==> config.mk <==
export PLATFORM = sky130hd
export DESIGN_NAME = alarm_sequencer
export DESIGN_NICKNAME = d
export VERILOG_FILES = /design/src/rtl/alarm_pkg.sv /design/src/rtl/countdown_timer.sv /design/src/rtl/alarm_sequencer.sv
export SDC_FILE = /design/constraint.sdc
export NUM_CORES = 1
export LEC_CHECK = 0
export CORE_UTILIZATION = 55
export CTS_CLUSTER_DIAMETER = 80
export DETAILED_ROUTE_END_ITERATION = 12
export MAX_ROUTING_LAYER = met4
export PLACE_DENSITY_LB_ADDON = 0.2
export SLEW_MARGIN = 20
export SYNTH_ARGS = -nofsm -noshare
export SYNTH_HDL_FRONTEND = slang
export SYNTH_HIERARCHICAL = 1
export SYNTH_SLANG_ARGS = --single-unit
==> constraint.sdc <==
create_clock -name clk -period 4.8 [get_ports clk]
set_input_delay 0.96 -clock clk [delete_from_list [all_inputs] [get_ports clk]]
set_output_delay 0.96 -clock clk [all_outputs]
set_load 0.05 [all_outputs]
==> src/rtl/alarm_pkg.sv <==
// Shared definitions for the anti-theft alarm sequencer: state codes,
// parameter-store interval selects and the timer/parameter width.
package alarm_pkg;

  localparam int TW = 4;

  typedef enum logic [2:0] {
    ST_ARMED      = 3'd0,
    ST_TRIGGERED  = 3'd1,
    ST_SOUND      = 3'd2,
    ST_SOUND_HOLD = 3'd3,
    ST_DISARMED   = 3'd4,
    ST_WAIT_OPEN  = 3'd5,
    ST_WAIT_CLOSE = 3'd6,
    ST_ARM_WAIT   = 3'd7
  } state_e;

  localparam logic [1:0] INT_ARM      = 2'b00;
  localparam logic [1:0] INT_DRIVER   = 2'b01;
  localparam logic [1:0] INT_PASS     = 2'b10;
  localparam logic [1:0] INT_ALARM_ON = 2'b11;

  // States that own a running countdown; leaving them abandons the timer.
  function automatic logic is_timed(input state_e s);
    return (s == ST_TRIGGERED) || (s == ST_SOUND_HOLD) || (s == ST_ARM_WAIT);
  endfunction

endpackage

==> src/rtl/countdown_timer.sv <==
// Seconds countdown: clear wins over load, load wins over tick.
// A loaded value of zero becomes one so every timed interval lasts at
// least one tick. expired_o is combinational so the owner reacts on the
// same edge the count reaches zero.
module countdown_timer
  import alarm_pkg::*;
#(
  parameter int W = TW
) (
  input  logic         clk_i,
  input  logic         rst_i,
  input  logic         clear_i,
  input  logic         load_i,
  input  logic [W-1:0] value_i,
  input  logic         tick_i,
  output logic [W-1:0] count_o,
  output logic         expired_o
);

  logic [W-1:0] count_q;

  // Count register: clear, load (zero promoted to one), or decrement on tick.
  always_ff @(posedge clk_i or posedge rst_i) begin
    if (rst_i) begin
      count_q <= '0;
    end else if (clear_i) begin
      count_q <= '0;
    end else if (load_i) begin
      count_q <= (value_i == '0) ? W'(1) : value_i;
    end else if (tick_i && (count_q != '0)) begin
      count_q <= count_q - W'(1);
    end
  end

  assign count_o   = count_q;
  assign expired_o = tick_i && (count_q == W'(1));

endmodule

==> src/rtl/alarm_sequencer.sv <==
// Anti-theft alarm sequencer. Selects a timing parameter through
// `interval`, waits PARAM_LAT clocks for the store, loads the countdown
// and reacts to expiry, doors and ignition.
// Optional macro ALARM_BLINK_EN: status_led blinks at 0.5 Hz in ARMED
// (starting at 1 on entry) instead of staying steadily on.
// Handshake note: there is no valid/ready pair here; the parameter store
// is a fixed-latency lookup, so `param_value` is trusted PARAM_LAT clocks
// after `interval` changes and ticks are ignored until the load lands.
module alarm_sequencer
  import alarm_pkg::*;
#(
  parameter int PARAM_LAT = 2
) (
  input  logic          clk,
  input  logic          reset,
  input  logic          one_hz_en,
  input  logic          ignition,
  input  logic          door_driver,
  input  logic          door_pass,
  input  logic          reprogram,
  input  logic [TW-1:0] param_value,
  output logic [1:0]    interval,
  output logic          siren,
  output logic          status_led,
  output logic [2:0]    state_dbg
);

  localparam int FW = (PARAM_LAT < 1) ? 1 : $clog2(PARAM_LAT + 1);

  state_e        state_q, state_d;
  logic          fetch_active_q;
  logic [FW-1:0] fetch_cnt_q;
  logic [1:0]    interval_q, interval_d;
  logic          siren_q, siren_d;
  logic          led_q, led_d;

  logic          fetch_start;
  logic [1:0]    fetch_sel;
  logic          next_timed;
  logic          timer_load, timer_clear, timer_tick, timer_expired;
  logic [TW-1:0] timer_count;
  logic          any_door;

  assign any_door = door_driver || door_pass;

  // State register.
  always_ff @(posedge clk or posedge reset) begin
    if (reset) begin
      state_q <= ST_ARMED;
    end else begin
      state_q <= state_d;
    end
  end

  // Next-state logic; reprogram overrides every per-state rule, and door
  // events beat expiry in the timed states that watch doors.
  always_comb begin
    state_d     = state_q;
    fetch_start = 1'b0;
    fetch_sel   = INT_ARM;
    if (reprogram) begin
      state_d = ST_ARMED;
    end else begin
      case (state_q)
        ST_ARMED: begin
          if (door_driver) begin
            state_d     = ST_TRIGGERED;
            fetch_start = 1'b1;
            fetch_sel   = INT_DRIVER;
          end else if (door_pass) begin
            state_d     = ST_TRIGGERED;
            fetch_start = 1'b1;
            fetch_sel   = INT_PASS;
          end
        end
        ST_TRIGGERED: begin
          if (ignition)           state_d = ST_DISARMED;
          else if (timer_expired) state_d = ST_SOUND;
        end
        ST_SOUND: begin
          if (ignition) begin
            state_d = ST_DISARMED;
          end else if (!any_door) begin
            state_d     = ST_SOUND_HOLD;
            fetch_start = 1'b1;
            fetch_sel   = INT_ALARM_ON;
          end
        end
        ST_SOUND_HOLD: begin
          if (any_door)           state_d = ST_SOUND;
          else if (ignition)      state_d = ST_DISARMED;
          else if (timer_expired) state_d = ST_ARMED;
        end
        ST_DISARMED: begin
          if (!ignition) state_d = ST_WAIT_OPEN;
        end
        ST_WAIT_OPEN: begin
          if (ignition)         state_d = ST_DISARMED;
          else if (door_driver) state_d = ST_WAIT_CLOSE;
        end
        ST_WAIT_CLOSE: begin
          if (ignition) begin
            state_d = ST_DISARMED;
          end else if (!door_driver) begin
            state_d     = ST_ARM_WAIT;
            fetch_start = 1'b1;
            fetch_sel   = INT_ARM;
          end
        end
        ST_ARM_WAIT: begin
          if (ignition) begin
            state_d = ST_DISARMED;
          end else if (any_door) begin
            fetch_start = 1'b1;
            fetch_sel   = INT_ARM;
          end else if (timer_expired) begin
            state_d = ST_ARMED;
          end
        end
        default: state_d = ST_ARMED;
      endcase
    end
  end

  // Output and timer-control decode from the chosen next state.
  always_comb begin
    next_timed  = is_timed(state_d);
    siren_d     = (state_d == ST_SOUND) || (state_d == ST_SOUND_HOLD);
    interval_d  = fetch_start ? fetch_sel : interval_q;
    timer_clear = fetch_start || !next_timed;
    timer_load  = fetch_active_q && (fetch_cnt_q == '0) && !fetch_start && next_timed;
    timer_tick  = one_hz_en && !fetch_active_q && (timer_count != '0);
`ifdef ALARM_BLINK_EN
    if (state_d != ST_ARMED)      led_d = 1'b0;
    else if (state_q != ST_ARMED) led_d = 1'b1;
    else if (one_hz_en)           led_d = !led_q;
    else                          led_d = led_q;
`else
    led_d = (state_d == ST_ARMED);
`endif
  end

  // Registered outputs and the parameter-fetch latency counter.
  always_ff @(posedge clk or posedge reset) begin
    if (reset) begin
      interval_q     <= INT_ARM;
      siren_q        <= 1'b0;
      led_q          <= 1'b1;
      fetch_active_q <= 1'b0;
      fetch_cnt_q    <= '0;
    end else begin
      interval_q <= interval_d;
      siren_q    <= siren_d;
      led_q      <= led_d;
      if (fetch_start) begin
        fetch_active_q <= 1'b1;
        fetch_cnt_q    <= FW'(PARAM_LAT);
      end else if (!next_timed || timer_load) begin
        fetch_active_q <= 1'b0;
        fetch_cnt_q    <= '0;
      end else if (fetch_active_q && (fetch_cnt_q != '0)) begin
        fetch_cnt_q <= fetch_cnt_q - FW'(1);
      end
    end
  end

  countdown_timer #(.W(TW)) u_timer (
    .clk_i     (clk),
    .rst_i     (reset),
    .clear_i   (timer_clear),
    .load_i    (timer_load),
    .value_i   (param_value),
    .tick_i    (timer_tick),
    .count_o   (timer_count),
    .expired_o (timer_expired)
  );

  assign interval   = interval_q;
  assign siren      = siren_q;
  assign status_led = led_q;
  assign state_dbg  = state_q;

endmodule

* Word level (Yosys, flattened, before mapping)
Index checks and enable logic that the tools add are counted.
** Storage, ports and cells
- Register bits after elaboration :: 14
- Input bits :: 11
- Output and inout bits :: 7
- Word-level logic and storage cells :: 90
** Operators by class
- Add/subtract/negate cells :: 2
- Equality and inequality tests :: 12
- Mux-type cells :: 43
- Reductions and logical operators :: 26
** Operators with widths (number)
- 3-bit two-way mux :: 17
- 3-bit one-hot mux with 8 select lines :: 1
- 2-bit two-way mux :: 8
- 4-bit two-way mux :: 4
- 3-bit equality test, second input constant :: 5
- 3-bit by 2-bit equality test with 1-bit output, second input constant :: 4
- 1-bit two-way mux :: 11
- 1-bit logical AND :: 8
- 3-bit by 1-bit equality test with 1-bit output, second input constant :: 2
- 3-bit logical NOT :: 2
- 1-bit logical OR :: 6
- 3-bit nonzero test :: 2
- 4-bit by 1-bit equality test with 1-bit output, second input constant :: 1
- 4-bit logical NOT :: 1
- 1-bit one-hot mux with 4 select lines :: 1
- 2-bit one-hot mux with 2 select lines :: 1
- 2-bit nonzero test :: 2
- 4-bit nonzero test :: 1
- 4-bit by 1-bit subtractor with 4-bit output, second input constant :: 1
- 1-bit logical NOT :: 3
- 2-bit logical NOT :: 1
- 2-bit by 1-bit subtractor with 2-bit output, second input constant :: 1

* Longest topological paths before layout
- Depth in word-level cells :: 16
- Gate-level depth with buffers :: 11
- Mapped depth without buffers :: 11

* Cells and area by module
Netlist, hierarchy kept.
** Modules (own cells, without submodules)
- alarm_sequencer :: instances 1, cells an instance 79, area each 711.9 sq um, sequential area each 251.5 sq um
- countdown_timer :: instances 1, cells an instance 33, area each 309.0 sq um, sequential area each 100.1 sq um

* Worst setup path after synthesis
OpenSTA, ideal clock, no wires.
- Path type :: input -> register
- Start :: in one_hz_en
- End :: reg u_timer.count_q[0] (netlist: u_timer/count_o[0])
- Library setup time :: 0.101 ns
- Arrival time :: 3.480 ns
- Required time :: 4.699 ns
- Slack :: 1.219 ns
- Stages on the path :: 10
- Path buffers :: 0
- Cell sequence :: nor3b_1 -> and4bb_2 -> or3b_2 -> o211ai_1 -> a32o_1 -> o41ai_2 -> nor2_1 -> inv_1 -> and4_1 -> nor4_1
** Between the ends
- Longest elaborated chain between the ends :: 14
- Elaborated cells on any way between the ends :: 24
- Classes of those cells :: eq/ne (3); mux (11); reduce/logical (10)
** RTL lines
- from (decl) :: RTL line alarm_sequencer.sv:16 : input logic one_hz_en,
- 1-bit logical AND * (2 in a row) :: RTL line alarm_sequencer.sv:132 : timer_tick = one_hz_en && !fetch_active_q && (timer_count != '0);
- 1-bit logical AND * :: RTL line countdown_timer.sv:36 : assign expired_o = tick_i && (count_q == W'(1));
- named net timer_expired :: RTL line alarm_sequencer.sv:40 : logic timer_load, timer_clear, timer_tick, timer_expired;
- 3-bit two-way mux :: RTL line alarm_sequencer.sv:92, alarm_sequencer.sv:116
- 3-bit two-way mux, on equally long branches :: RTL line alarm_sequencer.sv:113, alarm_sequencer.sv:91
- 3-bit two-way mux, on equally long branches :: RTL line alarm_sequencer.sv:111, alarm_sequencer.sv:90
- 3-bit one-hot mux with 8 select lines * :: RTL line alarm_sequencer.sv:64 : case (state_q)
- 3-bit two-way mux * :: RTL line alarm_sequencer.sv:61 : if (reprogram) begin
- 3-bit by 1-bit equality test with 1-bit output / 3-bit by 2-bit equality test with 1-bit output (equally long branches) :: RTL line alarm_pkg.sv:25 : return (s == ST_TRIGGERED) || (s == ST_SOUND_HOLD) || (s == ST_ARM_WAIT);
- 1-bit logical OR :: RTL line alarm_pkg.sv:25
- 1-bit logical OR * :: RTL line alarm_pkg.sv:25
- 1-bit logical AND * :: RTL line alarm_sequencer.sv:131 : timer_load = fetch_active_q && (fetch_cnt_q == '0) && !fetch_start && next_timed;
- named net timer_load :: RTL line alarm_sequencer.sv:40
- 4-bit two-way mux :: RTL line countdown_timer.sv:28 : end else if (load_i) begin
- 4-bit two-way mux :: RTL line countdown_timer.sv:26 : end else if (clear_i) begin
- to (signal assigned) :: RTL line countdown_timer.sv:29 : count_q <= (value_i == '0) ? W'(1) : value_i;
- to (signal assigned) :: RTL line countdown_timer.sv:31 : count_q <= count_q - W'(1);
- to (decl) :: RTL line countdown_timer.sv:20 : logic [W-1:0] count_q;
The timed path passes the listed nets; every way through them passes the cells marked *.
A chain may end at the register's enable or synchronous reset.

* Worst setup path in the final report
- Start :: in one_hz_en
- End :: reg u_timer.count_q[0] (netlist: u_timer/count_o[0])
** Between the ends
- Longest elaborated chain between the ends :: 14
- Elaborated cells on any way between the ends :: 24
- Classes of those cells :: eq/ne (3); mux (11); reduce/logical (10)
** RTL lines (RTL line)
- 1-bit logical AND * (2 in a row) :: alarm_sequencer.sv:132
- named net timer_tick :: alarm_sequencer.sv:40
- 1-bit logical AND * :: countdown_timer.sv:36
- named net timer_expired :: alarm_sequencer.sv:40
- 3-bit two-way mux :: alarm_sequencer.sv:92, alarm_sequencer.sv:116
- 3-bit two-way mux, on equally long branches :: alarm_sequencer.sv:113, alarm_sequencer.sv:91
- 3-bit two-way mux, on equally long branches :: alarm_sequencer.sv:111, alarm_sequencer.sv:90
- 3-bit one-hot mux with 8 select lines * :: alarm_sequencer.sv:64
- 3-bit two-way mux * :: alarm_sequencer.sv:61
- 3-bit by 1-bit equality test with 1-bit output / 3-bit by 2-bit equality test with 1-bit output (equally long branches) :: alarm_pkg.sv:25
- 1-bit logical OR :: alarm_pkg.sv:25
- 1-bit logical OR * :: alarm_pkg.sv:25
- 1-bit logical AND * :: alarm_sequencer.sv:131
- named net timer_load :: alarm_sequencer.sv:40
- 4-bit two-way mux :: countdown_timer.sv:28
- 4-bit two-way mux :: countdown_timer.sv:26
Marked as above.

==> metrics.md <==
| Metric | Value |
|---|---|
| Worst hold path class | `flop to flop` |
| Number of vias in the routed layout | `910` |
| Final count of pins violating max slew | `0` |
| Count of flip-flops with a built-in enable after synthesis | `0` |
| Number of library cell types mapped by synthesis | `47` |
| Number of iterations in the first detailed-routing pass | `4` |
| Layout fillers | `158` |
| Count of nets left with antenna violations after detail routing | `0` |
| Period minus WS final | `3760 ps` |
| Clock Path Buffers | `2` |
| Number of flip-flops and latches in the synthesized netlist | `14` |
| Design Power | `346 uW` |
| Global placement routability congestion | `0.880` |
| Synthesized Nets | `127` |
| Setup crit start | `one_hz_en` |
| Critical Path Sink | `u_timer/count_o[0]$_DFFE_PP0P_` |
| Global-route wire length before repair | `3720 microns` |
| Tot GR Track Use | `26.8%` |
| Leakage power total | `0.000481 uW` |
| Number of setup buffers added after CTS | `0` |
| Chip height | `45.1 microns` |
| Most frequent cells in the layout | `sky130_fd_sc_hd__clkdlybuf4s50_1, sky130_fd_sc_hd__dfrtp_1, sky130_fd_sc_hd__inv_1` |
| Die area | `0.00203 sq mm` |
| Outcome | `finished, final reports clean` |
| Sequential element share of the synthesized area | `34.4%` |
| Worst reg2reg endpoint | `u_timer/count_o[0]$_DFFE_PP0P_` |
| Starting density of the core | `59.1%` |
| Violation count after the first detailed-route iteration | `20` |
| Total Negative Setup Slacks | `0 ps` |
| Remaining DRCs | `0` |
| Depth of the CTS H-tree | `1` |
| Proportion of synthesized flip-flops having asynchronous set or reset | `100%` |
| Worst slew margin relative to its limit | `65.4%` |
| Tightest Pin Transition | `517 ps` |
| Commonest non-fill, non-tap cell in the layout | `sky130_fd_sc_hd__clkdlybuf4s50_1` |
| Pin count of the biggest net entering global routing | `15` |
| Unrepaired setup endpoints after global routing | `false` |
| Reg2Reg Setup Slack | `1610 ps` |
| Clock sink count | `14` |
| Synthesized instance count | `112` |
| Number of gates given a new drive strength after cts | `0` |
| Cts bufs inserted | `3` |
| Core region area | `0.00173 sq mm` |
| Total of endpoints with negative setup slack in the final report | `0` |
| TritonCTS clock tree | `done` |
| Kind of start point of the critical path | `input pin` |
| Reg2reg path depth | `12` |
| Maximum achievable frequency | `266 MHz` |
| Setup CP Type | `input pin to flop` |
| Endpoint class of the critical path | `flop` |
| Fraction of layout cells with a size suffix above 1 | `12.4%` |
| Routed length per placed instance | `14.6 microns` |
| Final period util | `78.3%` |
| Worst clock skew | `5.34 ps` |
| Aggregate global routing overflow | `0` |
| Clock-pin slew on the worst setup and hold paths | `80 ps` |
| Per-instance average area after synthesis | `9.12 sq um` |
| Relative area change from synthesis to final layout | `21.2%` |
| Antenna diodes | `0` |
| Worst vdd ir | `154 uV` |
| R2R Path Start | `u_timer/count_o[0]$_DFFE_PP0P_` |
| Number of port buffers | `17` |
| Max capacitance violation total | `0` |
| Netlist area before placement | `0.00102 sq mm` |
| Worst-skew pair later-pin latency | `280 ps` |
| CTS root buffer | `sky130_fd_sc_hd__clkbuf_4` |
| Number of warnings printed during yosys synthesis | `6` |
| Largest fanout on the critical path | `8` |
| Dpl hpwl | `1700 microns` |
| Via count of the first global-routing pass | `813` |
| Final Routed Wirelength | `2250 microns` |
| Horizontal extent of the die | `45.1 microns` |
| Required time worst endpoint | `4990 ps` |
| Count of hold-fix buffers inserted at cts | `0` |
| Boundary pin count | `18` |
| Endpoint arrival time on the critical path | `3950 ps` |
| Commonest register cell after synthesis | `sky130_fd_sc_hd__dfrtp_1` |
| Power per Cell Area | `280 mW/mm^2` |
| Rows | `15` |
| Count of nets after finishing | `145` |
| Mean number of vias per cell | `5.91` |
| Antenna violations before repair | `0` |
| Final hold violations | `0` |
==> cell families (layout without fill, tap and decap cells) <==
group | count (synthesis) | in the layout | synth area share (%)
AND/OR/NAND/NOR | 50 | 50 | 29.8
AO/OA/AOI/OAI | 25 | 25 | 21.1
buffers and inverters | 16 | 33 | 6.86
flip-flops | 14 | 14 | 34.4
adder cells (fa/ha/maj) | 4 | 4 | 4.90
multiplexers | 3 | 3 | 2.94
==> routing by layer <==
metal	vias up	part of all wire (%)	global-route usage (%)
met5	-	0	-
met4	0	1.9	10.9
met3	5	3.9	4.80
met2	23	47	40.3
met1	431	47	35.7
li1	451	-	-
==> state kept, by name, summed over array words and instances (netlist names) <==
name             cells
state_dbg            3
status_led           1
fetch_cnt_q          2
siren                1
fetch_active_q       1
u_timer/count_o      4
interval             2
==> power breakdown <==
| group | internal [uW] | switching, uW |
|---|---|---|
| Sequential | 130 | 12.6 |
| Combinational | 47.4 | 71.9 |
| Clock | 46.2 | 37.7 |
| Total | 224 | 122 |
==> final cells by class <==
type                       count  area (sq um)  area share, %
multi-input combinational     82           599           48.4
sequential                    14           352           28.4
clock buffer                   4          36.3           2.93
inverter                      11          41.3           3.34
tap                           25          31.3           2.53
timing repair buffer          18           178           14.4
==> how the worst min path moves through the flow <==
stage / startpoint / end / depth (start not counted)
finish: interval[1]$_DFFE_PP0P_ / interval[1]$_DFFE_PP0P_ / 2
global route: interval[1]$_DFFE_PP0P_ / interval[1]$_DFFE_PP0P_ / 2
CTS: interval[1]$_DFFE_PP0P_ / interval[1]$_DFFE_PP0P_ / 2
detailed placement: interval[0]$_DFFE_PP0P_ / interval[0]$_DFFE_PP0P_ / 2
global placement: interval[1]$_DFFE_PP0P_ / interval[1]$_DFFE_PP0P_ / 2
floorplan: fetch_active_q$_DFFE_PP0P_ / fetch_cnt_q[0]$_DFFE_PP0P_ / 3
==> synthesized netlist by cell type (2+ instances only) <==
| cell | instances | area [sq um] |
|---|---|---|
| sky130_fd_sc_hd__dfrtp_1 | 13 | 325 |
| sky130_fd_sc_hd__mux2i_1 | 3 | 30.0 |
| sky130_fd_sc_hd__inv_1 | 11 | 41.3 |
| sky130_fd_sc_hd__nor2_1 | 9 | 33.8 |
| sky130_fd_sc_hd__nand4_1 | 2 | 12.5 |
| sky130_fd_sc_hd__o211ai_1 | 2 | 15.0 |
| sky130_fd_sc_hd__nand3_1 | 3 | 15.0 |
| sky130_fd_sc_hd__a21oi_1 | 2 | 10.0 |
| sky130_fd_sc_hd__o21ai_0 | 5 | 25.0 |
| sky130_fd_sc_hd__clkbuf_1 | 2 | 7.51 |
| sky130_fd_sc_hd__nor3_1 | 6 | 30.0 |
| sky130_fd_sc_hd__nand2_1 | 8 | 30.0 |
| sky130_fd_sc_hd__buf_2 | 2 | 10.0 |
| sky130_fd_sc_hd__a211oi_1 | 2 | 15.0 |
| sky130_fd_sc_hd__nor4_1 | 2 | 12.5 |
| sky130_fd_sc_hd__ha_1 | 4 | 50.1 |
| sky130_fd_sc_hd__o41ai_2 | 2 | 32.5 |
| sky130_fd_sc_hd__nor3b_1 | 3 | 22.5 |
| sky130_fd_sc_hd__nor2b_1 | 2 | 12.5 |
| sky130_fd_sc_hd__nand2b_1 | 2 | 12.5 |
==> worst max-delay path, cell delays in order <==
cell                              delay [ps]
sky130_fd_sc_hd__clkdlybuf4s50_1         450
sky130_fd_sc_hd__nor3b_1                 170
sky130_fd_sc_hd__buf_4                   180
sky130_fd_sc_hd__and4bb_2                290
sky130_fd_sc_hd__or3b_2                  450
sky130_fd_sc_hd__o211ai_1                120
sky130_fd_sc_hd__a32o_1                  230
sky130_fd_sc_hd__o41ai_2                 100
sky130_fd_sc_hd__nor2_1                  400
sky130_fd_sc_hd__inv_1                   190
sky130_fd_sc_hd__and4_1                  210
sky130_fd_sc_hd__nor4_1                  200
==> stage by stage <==
step / setup slack [ps] / hold slack (ps) / area, sq um / util (%) / cells
2_1_floorplan: 1220 / 565 / 1020 / - / 112
3_3_place_gp: 932 / 464 / 1200 / 69.6 / 150
3_5_place_dp: 787 / 470 / 1200 / 69.6 / 150
4_1_cts: 1080 / 493 / 1240 / 71.7 / 154
5_1_grt: 887 / 521 / 1240 / 71.7 / 154
6_report: 1040 / 489 / 1240 / 71.7 / 154
Note: power is estimated with default switching activity, not from simulation.
